===== config.mk =====
export PLATFORM = sky130hd
export DESIGN_NAME = scoreboard_regfile
export DESIGN_NICKNAME = d
export VERILOG_FILES = /design/src/rtl/scoreboard_regfile_pkg.sv /design/src/rtl/scoreboard_regfile_read_port.sv /design/src/rtl/scoreboard_regfile.sv
export SDC_FILE = /design/constraint.sdc
export NUM_CORES = 1
export LEC_CHECK = 0
export ABC_AREA = 0
export CAP_MARGIN = 20
export CORE_ASPECT_RATIO = 0.7
export CORE_MARGIN = 10
export CORE_UTILIZATION = 40
export CTS_BUF_LIST = sky130_fd_sc_hd__clkbuf_4 sky130_fd_sc_hd__clkbuf_8 sky130_fd_sc_hd__clkbuf_16
export DETAILED_ROUTE_END_ITERATION = 10
export SLEW_MARGIN = 10
export SYNTH_ARGS = -nofsm -noshare
export SYNTH_HDL_FRONTEND = slang
export SYNTH_SLANG_ARGS = --single-unit

===== constraint.sdc =====
create_clock -name clk -period 4.7 [get_ports clk]
set_input_delay 1.175 -clock clk [delete_from_list [all_inputs] [get_ports clk]]
set_output_delay 1.175 -clock clk [all_outputs]
set_load 0.01 [all_outputs]

===== src/rtl/scoreboard_regfile_pkg.sv =====
// Shared defaults and clear-engine state encoding for the scoreboarded register file.
package regfile_pkg;

    localparam int unsigned DATA_W_DEF = 16;
    localparam int unsigned ADDR_W_DEF = 4;

    typedef enum logic {
        IDLE  = 1'b0,
        CLEAR = 1'b1
    } clr_state_t;

endpackage


===== src/rtl/scoreboard_regfile_read_port.sv =====
// One read port: address mux, R0 gating, write-to-read bypass and busy flag.
module regfile_read_port
    import regfile_pkg::*;
#(
    parameter int unsigned DATA_W   = DATA_W_DEF,
    parameter int unsigned ADDR_W   = ADDR_W_DEF,
    parameter int unsigned ZERO_REG = 1,
    parameter int unsigned BYPASS   = 1
) (
    input  logic [ADDR_W-1:0]                        addr,
    input  logic [(1<<ADDR_W)-1:0][DATA_W-1:0]       regs,
    input  logic [(1<<ADDR_W)-1:0]                   pend,
    input  logic                                     idle,
    input  logic                                     wr_en,
    input  logic [ADDR_W-1:0]                        wr_addr,
    input  logic [DATA_W-1:0]                        wr_data,
    output logic [DATA_W-1:0]                        data,
    output logic                                     busy
);

    always_comb begin
        data = regs[addr];
        busy = pend[addr];
        if (ZERO_REG != 0 && addr == '0) begin
            data = '0;
            busy = 1'b0;
        end else if (BYPASS != 0 && idle && wr_en && wr_addr == addr) begin
            // forwarded write clears pending, so the operand is usable now
            data = wr_data;
            busy = 1'b0;
        end
    end

endmodule


===== src/rtl/scoreboard_regfile.sv =====
// Multi-port register file with per-register pending scoreboard and a sequenced bulk-clear engine.
module scoreboard_regfile
    import regfile_pkg::*;
#(
    parameter int unsigned DATA_W   = DATA_W_DEF,
    parameter int unsigned ADDR_W   = ADDR_W_DEF,
    parameter int unsigned NUM_RD   = 2,
    parameter int unsigned ZERO_REG = 1,
    parameter int unsigned BYPASS   = 1
) (
    input  logic                     clk,
    input  logic                     rst,
    input  logic [NUM_RD*ADDR_W-1:0] rd_addr,
    output logic [NUM_RD*DATA_W-1:0] rd_data,
    output logic [NUM_RD-1:0]        rd_busy,
    input  logic                     wr_en,
    input  logic [ADDR_W-1:0]        wr_addr,
    input  logic [DATA_W-1:0]        wr_data,
    input  logic                     rsv_en,
    input  logic [ADDR_W-1:0]        rsv_addr,
    input  logic                     clr_req,
    output logic                     clr_busy,
    output logic                     clr_done
);

    localparam int unsigned DEPTH = 1 << ADDR_W;
    localparam logic [ADDR_W-1:0] LAST = ADDR_W'(DEPTH - 1);

    logic [DEPTH-1:0][DATA_W-1:0] regs;
    logic [DEPTH-1:0]             pend;
    clr_state_t                   state;
    logic [ADDR_W-1:0]            cnt;
    logic                         wr_ok;
    logic                         rsv_ok;

    assign wr_ok  = wr_en  && !(ZERO_REG != 0 && wr_addr  == '0);
    assign rsv_ok = rsv_en && !(ZERO_REG != 0 && rsv_addr == '0);

    always_ff @(posedge clk) begin
        if (!rst) begin
            regs     <= '0;
            pend     <= '0;
            state    <= IDLE;
            cnt      <= '0;
            clr_busy <= 1'b0;
            clr_done <= 1'b0;
        end else begin
            clr_done <= 1'b0;
            case (state)
                IDLE: begin
                    if (wr_ok) begin
                        regs[wr_addr] <= wr_data;
                        pend[wr_addr] <= 1'b0;
                    end
                    // reserve after write: a same-cycle new producer keeps the register pending
                    if (rsv_ok)
                        pend[rsv_addr] <= 1'b1;
                    if (clr_req) begin
                        state    <= CLEAR;
                        clr_busy <= 1'b1;
                    end
                end
                CLEAR: begin
                    regs[cnt] <= '0;
                    pend[cnt] <= 1'b0;
                    cnt       <= cnt + 1'b1;
                    if (cnt == LAST) begin
                        state    <= IDLE;
                        clr_busy <= 1'b0;
                        clr_done <= 1'b1;
                    end
                end
                default: state <= IDLE;
            endcase
        end
    end

    for (genvar i = 0; i < NUM_RD; i++) begin : g_rd
        regfile_read_port #(
            .DATA_W   (DATA_W),
            .ADDR_W   (ADDR_W),
            .ZERO_REG (ZERO_REG),
            .BYPASS   (BYPASS)
        ) u_port (
            .addr    (rd_addr[i*ADDR_W +: ADDR_W]),
            .regs    (regs),
            .pend    (pend),
            .idle    (state == IDLE),
            .wr_en   (wr_en),
            .wr_addr (wr_addr),
            .wr_data (wr_data),
            .data    (rd_data[i*DATA_W +: DATA_W]),
            .busy    (rd_busy[i])
        );
    end

endmodule

# Yosys cells after proc, flatten, opt, wreduce, memory -nomap -nowiden
# Cells that the tools add are included.
# classes
add_sub_neg	1
magnitude_cmp	8
eq_ne	6
n_mux	41
n_bitwise	8
n_reduce_logical	16
# op_table
cell	count
256-bit case mux with 2 select lines	1
256-bit AND	1
256-bit bitwise mux	1
256-bit 2-to-1 mux	1
256-bit inverter	1
16-bit 2-to-1 mux	12
16-bit binary-select mux with 4-bit select	2
16-bit demux with 4-bit select	2
16-bit AND	2
16-bit inverter	2
16-bit case mux with 2 select lines	1
4-bit by 5-bit < comparator with 1-bit output, second input constant	5
4-bit logical NOT	4
16-bit bitwise OR	1
1-bit 2-to-1 mux	14
1-bit demux with 4-bit select	3
4-bit by 1-bit greater-or-equal comparator with 1-bit output, second input constant	3
1-bit binary-select mux with 4-bit select	2
4-bit equality test	2
1-bit logical AND	8
4-bit by 1-bit adder with 4-bit output, second input constant	1
4-bit equality test, second input constant	1
2-bit != test, second input constant	2
1-bit case mux with 2 select lines	2
other kinds (4)	6
# word_totals
regBits	279
inputBits	37
output_inout_bits	36
word_cells	101

# Longest topological paths before layout
# logic_depth
depth_word	12
ltp_mapped	8
ltp_nobuf	6

# Hierarchy
# Synthesis repeated with hierarchy kept, for this count alone.
# hier_totals
cells_unflattened	1519
area_unflattened_um2	14621.5
# by_module_without_submodules
mod	n_inst	cells_each	area_per_inst_um2	seq_area_each_um2
scoreboard_regfile	1	1013	9411.5	5585.4
regfile_read_port	2	253	2605.0	0.0

# Least setup slack after synthesis
# OpenSTA, ideal clock, no wires.
# synth_timing
path_type	input to output
from	in rd_addr[0]
to	out rd_data[10]
arrival_ns	2.574
required_time_ns	3.525
setup_slack_ns	0.951
stages	8
path_buffers	4
path_cell_list	buf_6 -> buf_6 -> buf_4 -> buf_4 -> mux2i_1 -> o22ai_1 -> a2111oi_2 -> a21oi_1
# synth_via
elab_chain_cells	4
word_cells_on_any_way	7
cone_classes	eq/ne: 1; mux: 4; reduce/logical: 2
# synth_rtl
item	line_no	source
from (decl)	scoreboard_regfile.sv:13	input logic [NUM_RD*ADDR_W-1:0] rd_addr,
16-bit binary-select mux with 4-bit select or 4-bit equality test (tied branches)	scoreboard_regfile_read_port.sv:22, scoreboard_regfile_read_port.sv:27	
16-bit 2-to-1 mux (implied by the code) or 1-bit logical AND (tied branches)	scoreboard_regfile_read_port.sv:22, scoreboard_regfile_read_port.sv:27	
16-bit 2-to-1 mux	scoreboard_regfile_read_port.sv:27	end else if (BYPASS != 0 && idle && wr_en && wr_addr == addr) begin
16-bit 2-to-1 mux *	scoreboard_regfile_read_port.sv:24	if (ZERO_REG != 0 && addr == '0) begin
to (decl)	scoreboard_regfile.sv:14	output logic [NUM_RD*DATA_W-1:0] rd_data,
# Mark *: on every way between the ends. The rest lies on a longest branch, timed or not. The select of a mux whose other input is x is not followed.

# Final worst setup path
# layout_timing
from	in rd_addr[5]
to	out rd_busy[1]
# layout_via
elab_chain_cells	4
word_cells_on_any_way	7
cone_classes	eq/ne: 1; mux: 4; reduce/logical: 2
# layout_rtl
item	line_no	source
1-bit binary-select mux with 4-bit select or 4-bit equality test (tied branches)	scoreboard_regfile_read_port.sv:23, scoreboard_regfile_read_port.sv:27	
1-bit 2-to-1 mux (implied by the code) or 1-bit logical AND (tied branches)	scoreboard_regfile_read_port.sv:23, scoreboard_regfile_read_port.sv:27	
1-bit 2-to-1 mux	scoreboard_regfile_read_port.sv:27	
1-bit 2-to-1 mux *	scoreboard_regfile_read_port.sv:24	
to (decl)	scoreboard_regfile.sv:15	output logic [NUM_RD-1:0] rd_busy,
# Marked as above.

==> impl_results.html <==
<table>
<tr><th>Metric</th><th>Value</th></tr>
<tr><th colspan="2">Worst hold path</th></tr>
<tr><td>Worst hold start</td><td>regs[2]$_SDFFE_PN0P_</td></tr>
<tr><td>Worst Hold Path Cells</td><td>1</td></tr>
<tr><td>Worst-case hold path end point</td><td>regs[2]$_SDFFE_PN0P_</td></tr>
<tr><td>Kind of path behind the tightest hold check</td><td>reg -&gt; reg</td></tr>
<tr><th colspan="2">Power and ir drop</th></tr>
<tr><td>IR drop worst, VDD</td><td>0.256 mV</td></tr>
<tr><td>Total power after layout</td><td>0.00537 W</td></tr>
<tr><td>Pwr dens</td><td>306 nW/um^2</td></tr>
<tr><td>Leakage power of the design</td><td>6.35 nW</td></tr>
<tr><th colspan="2">Timing</th></tr>
<tr><td>Worst slew margin</td><td>34.2%</td></tr>
<tr><td>Final hold slack</td><td>0.487 ns</td></tr>
<tr><td>Minimum clock period</td><td>4.62 ns</td></tr>
<tr><td>Slew at the pin closest to its max-slew limit</td><td>0.986 ns</td></tr>
<tr><td>Final setup fails</td><td>0</td></tr>
<tr><td>Maximum frequency from static timing analysis</td><td>216 MHz</td></tr>
<tr><td>Layout Skew</td><td>0.0306 ns</td></tr>
<tr><td>Slew Viols, Final</td><td>0</td></tr>
<tr><td>Final Hold Violating Endpoints</td><td>0</td></tr>
<tr><td>Setup slack after layout</td><td>0.0794 ns</td></tr>
<tr><td>Share of the clock period used by the worst path</td><td>98.3%</td></tr>
<tr><th colspan="2">Logic synthesis</th></tr>
<tr><td>Synth area leaders</td><td>sky130_fd_sc_hd__dfxtp_1, sky130_fd_sc_hd__a22oi_1, sky130_fd_sc_hd__mux4_2, sky130_fd_sc_hd__mux2i_1, sky130_fd_sc_hd__nor2_1</td></tr>
<tr><td>Number of enable-type register cells in the synthesized netlist</td><td>0</td></tr>
<tr><td>Most common flop cell mapped by yosys</td><td>sky130_fd_sc_hd__dfxtp_1</td></tr>
<tr><td>Post-Synthesis Cells</td><td>1522</td></tr>
<tr><td>Total of warnings raised by yosys</td><td>0</td></tr>
<tr><td>Ys async rst share</td><td>0%</td></tr>
<tr><td>Synthesized flop and latch total</td><td>279</td></tr>
<tr><td>Post-Synthesis Cell Area</td><td>14800 sq um</td></tr>
<tr><td>Most area-hungry cell type in the Yosys netlist</td><td>sky130_fd_sc_hd__dfxtp_1</td></tr>
<tr><td>Netlist cell types</td><td>55</td></tr>
<tr><td>Commonest cells in the synthesized netlist</td><td>sky130_fd_sc_hd__dfxtp_1, sky130_fd_sc_hd__nor2_1, sky130_fd_sc_hd__a22oi_1</td></tr>
<tr><td>Top-count cell post-synth</td><td>sky130_fd_sc_hd__dfxtp_1</td></tr>
<tr><td>Portion of synthesized cell area occupied by the leading cell type</td><td>37.8%</td></tr>
<tr><td>Synthesized netlist net count</td><td>1563</td></tr>
<tr><td>Average instance area after synthesis</td><td>9.71 sq um</td></tr>
<tr><td>Sequential share of the synthesized area</td><td>37.8%</td></tr>
<tr><th colspan="2">Placement</th></tr>
<tr><td>Count of input and output buffers</td><td>72</td></tr>
<tr><td>Detailed-placement wirelength estimate</td><td>37600 um</td></tr>
<tr><td>Final weighted congestion of routability-driven global placement</td><td>0.978</td></tr>
<tr><td>Post-place setup slack</td><td>-0.171 ns</td></tr>
<tr><th colspan="2">Critical path</th></tr>
<tr><td>Worst EP required</td><td>3.52 ns</td></tr>
<tr><td>Critical Path End Type</td><td>output pin</td></tr>
<tr><td>Number of cells on the worst reg-to-reg path</td><td>5</td></tr>
<tr><td>Maximum fanout along the worst path</td><td>25</td></tr>
<tr><td>Startpoint of the most critical register-to-register path</td><td>state$_SDFF_PN0_</td></tr>
<tr><td>Destination of the worst register-to-register timing path</td><td>regs[213]$_SDFFE_PN0P_</td></tr>
<tr><td>Kind of start point of the critical path</td><td>primary input</td></tr>
<tr><td>Crit path kind</td><td>in -&gt; out</td></tr>
<tr><td>Arrival time worst endpoint</td><td>3.45 ns</td></tr>
<tr><td>Worst reg2reg setup slack</td><td>2.53 ns</td></tr>
<tr><th colspan="2">Drt</th></tr>
<tr><td>Vias</td><td>13.2k</td></tr>
<tr><td>Post-route DRC violation count</td><td>0</td></tr>
<tr><td>Number of nets with antenna violations after detailed routing</td><td>0</td></tr>
<tr><td>DRC marker count from the first detailed-route iteration</td><td>1780</td></tr>
<tr><td>Vias per std cell</td><td>6.26</td></tr>
<tr><td>Total Routed Length</td><td>54300 um</td></tr>
<tr><td>Drt pass-1 iters</td><td>6</td></tr>
<tr><td>Detailed-route wire length per cell</td><td>25.8 um</td></tr>
<tr><th colspan="2">Global routing</th></tr>
<tr><td>Final global-route overflow total</td><td>0</td></tr>
<tr><td>Pin count of the biggest net entering global routing</td><td>92</td></tr>
<tr><td>Global-route total usage across every layer</td><td>23.0%</td></tr>
<tr><td>Wire length of the first global-routing pass</td><td>81600 um</td></tr>
<tr><td>Vias in the first global route</td><td>12.4k</td></tr>
<tr><td>Number of antenna violations at the first check in global routing</td><td>0</td></tr>
<tr><th colspan="2">Clocking</th></tr>
<tr><td>Register clock-pin slew on the reported worst setup and hold paths</td><td>0.06 ns</td></tr>
<tr><td>CTS hold repair buffers</td><td>0</td></tr>
<tr><td>Sink Count</td><td>279</td></tr>
<tr><td>Number of levels the H-tree was split into</td><td>1</td></tr>
<tr><td>Clock tree buffer depth</td><td>3</td></tr>
<tr><td>Worst skew pair latency</td><td>0.58 ns</td></tr>
<tr><td>TritonCTS buffer count</td><td>29</td></tr>
<tr><td>TritonCTS clock tree</td><td>done</td></tr>
<tr><td>Clk Tree Root Cell</td><td>sky130_fd_sc_hd__clkbuf_16</td></tr>
<tr><th colspan="2">Die</th></tr>
<tr><td>Die outline area</td><td>45200 sq um</td></tr>
<tr><td>Number of top-level pins</td><td>73</td></tr>
<tr><td>Y dimension of the die</td><td>181 um</td></tr>
<tr><td>Chip width</td><td>250 um</td></tr>
<tr><td>Initial core utilization</td><td>40.8%</td></tr>
<tr><td>Num rows</td><td>58</td></tr>
<tr><td>Placeable core region</td><td>36200 sq um</td></tr>
<tr><th colspan="2">Layout</th></tr>
<tr><td>Final Core Density</td><td>48.6%</td></tr>
<tr><td>Share of layout cells above drive strength 1</td><td>19.8%</td></tr>
<tr><td>Area growth from synthesis to layout</td><td>19.0%</td></tr>
<tr><td>Layout net count</td><td>1643</td></tr>
<tr><th colspan="2">Job</th></tr>
<tr><td>Count of max-cap constraint violations</td><td>0</td></tr>
<tr><th colspan="2">Run status</th></tr>
<tr><td>Run status</td><td>completed</td></tr>
</table>
-- cell families (layout without fill, tap and decap cells) --
kind of cell,after synthesis,count (layout),synth area share (%)
AOI/OAI and AO/OA,450,450,22.9
buffers and inverters,177,279,5.91
xor gates and xnor gates,11,11,0.652
muxes,203,203,19.7
adders and majority gates,4,4,0.339
DFF,279,279,37.8
and+or+nand+nor,398,398,12.8
other,0,1,0
-- sequential cells by signal, indices dropped and copies added, names as in the netlist --
name      flops
clr_done      1
clr_busy      1
state         1
regs        256
pend         16
cnt           4
-- worst max-delay path: stages --
cell	delay, ns
sky130_fd_sc_hd__clkbuf_4	0.24
sky130_fd_sc_hd__buf_12	0.26
sky130_fd_sc_hd__mux4_2	0.60
sky130_fd_sc_hd__nor2b_1	0.16
sky130_fd_sc_hd__a211oi_1	0.26
sky130_fd_sc_hd__a2111oi_1	0.10
sky130_fd_sc_hd__buf_4	0.14
sky130_fd_sc_hd__clkdlybuf4s50_1	0.47
-- through the flow --
| step | area, sq um | cells | setup TNS (ns) |
|---|---|---|---|
| after floorplan | 14800 | 1522 | 0 |
| after global placement | 16600 | 2051 | -1.00 |
| after detailed placement | 16600 | 2051 | -1.08 |
| after CTS | 17600 | 2104 | 0 |
| after global routing | 17600 | 2104 | -0.0161 |
| final | 17600 | 2105 | 0 |
-- placed cells by master (no fill, tap or decap), types with 7 or more instances in the layout --
cell type and n:
sky130_fd_sc_hd__o22ai_1 63, sky130_fd_sc_hd__clkdlybuf4s50_1 62, sky130_fd_sc_hd__buf_4 126, sky130_fd_sc_hd__nand2_1 13
sky130_fd_sc_hd__a2111oi_2 20, sky130_fd_sc_hd__xnor2_1 9, sky130_fd_sc_hd__a21oi_1 42, sky130_fd_sc_hd__clkbuf_16 29
sky130_fd_sc_hd__mux4_2 70, sky130_fd_sc_hd__and4b_1 9, sky130_fd_sc_hd__clkbuf_8 9, sky130_fd_sc_hd__inv_1 7
sky130_fd_sc_hd__o21ai_0 8, sky130_fd_sc_hd__o31ai_1 32, sky130_fd_sc_hd__dfxtp_1 279, sky130_fd_sc_hd__and2_1 18
sky130_fd_sc_hd__mux2i_1 132, sky130_fd_sc_hd__buf_12 19, sky130_fd_sc_hd__a2111oi_1 7, sky130_fd_sc_hd__nor2b_1 37
sky130_fd_sc_hd__nor2_1 278, sky130_fd_sc_hd__a22oi_1 252
-- area by class of cell --
cell class / count / area, sq um
tap: 480 / 601
clock inverter: 11 / 91.3
clock buffer: 42 / 880
antenna: 1 / 2.50
sequential: 279 / 5590
fill: 3305 / 18600
timing repair buffer: 218 / 2050
inverter: 8 / 35.0
multi-input combinational: 1066 / 8340
-- how the worst max path moves through the flow --
| stage | start | end | slack (ns) | cells past startpoint |
|---|---|---|---|---|
| 2_1_floorplan | rd_addr[0] | rd_data[10] | 0.95 | 8 |
| 3_3_place_gp | rd_addr[7] | rd_data[26] | -0.14 | 7 |
| 3_5_place_dp | rd_addr[7] | rd_data[26] | -0.17 | 7 |
| 4_1_cts | rd_addr[7] | rd_data[26] | 0.002 | 7 |
| 5_1_grt | wr_addr[0] | rd_busy[0] | -0.02 | 8 |
| 6_report | rd_addr[5] | rd_busy[1] | 0.08 | 8 |
-- power breakdown --
group | switching [W] | leakage [nW] | total, W | internal [W]
logic | 0.000372 | 3.61 | 0.000615 | 0.000243
registers | 0.0000205 | 2.25 | 0.00241 | 0.00239
clock network | 0.000999 | 0.483 | 0.00235 | 0.00135
total | 0.00139 | 6.35 | 0.00537 | 0.00398
-- what timing repair did --
action	in CTS	in global routing
endpoints found under the setup margin	24	31
gates resized for setup	6	10
setup buffers	0	0
-- per-layer routing --
| metal | GRT usage, % | up-vias | wire length [um] |
|---|---|---|---|
| met5 | 0 | - | 0 |
| met4 | 3.43 | 0 | 684 |
| met3 | 8.01 | 59 | 6950 |
| met2 | 31.9 | 669 | 22300 |
| met1 | 33.6 | 6542 | 24400 |
| li1 | - | 5906 | - |
(Power assumes the default switching activity.)
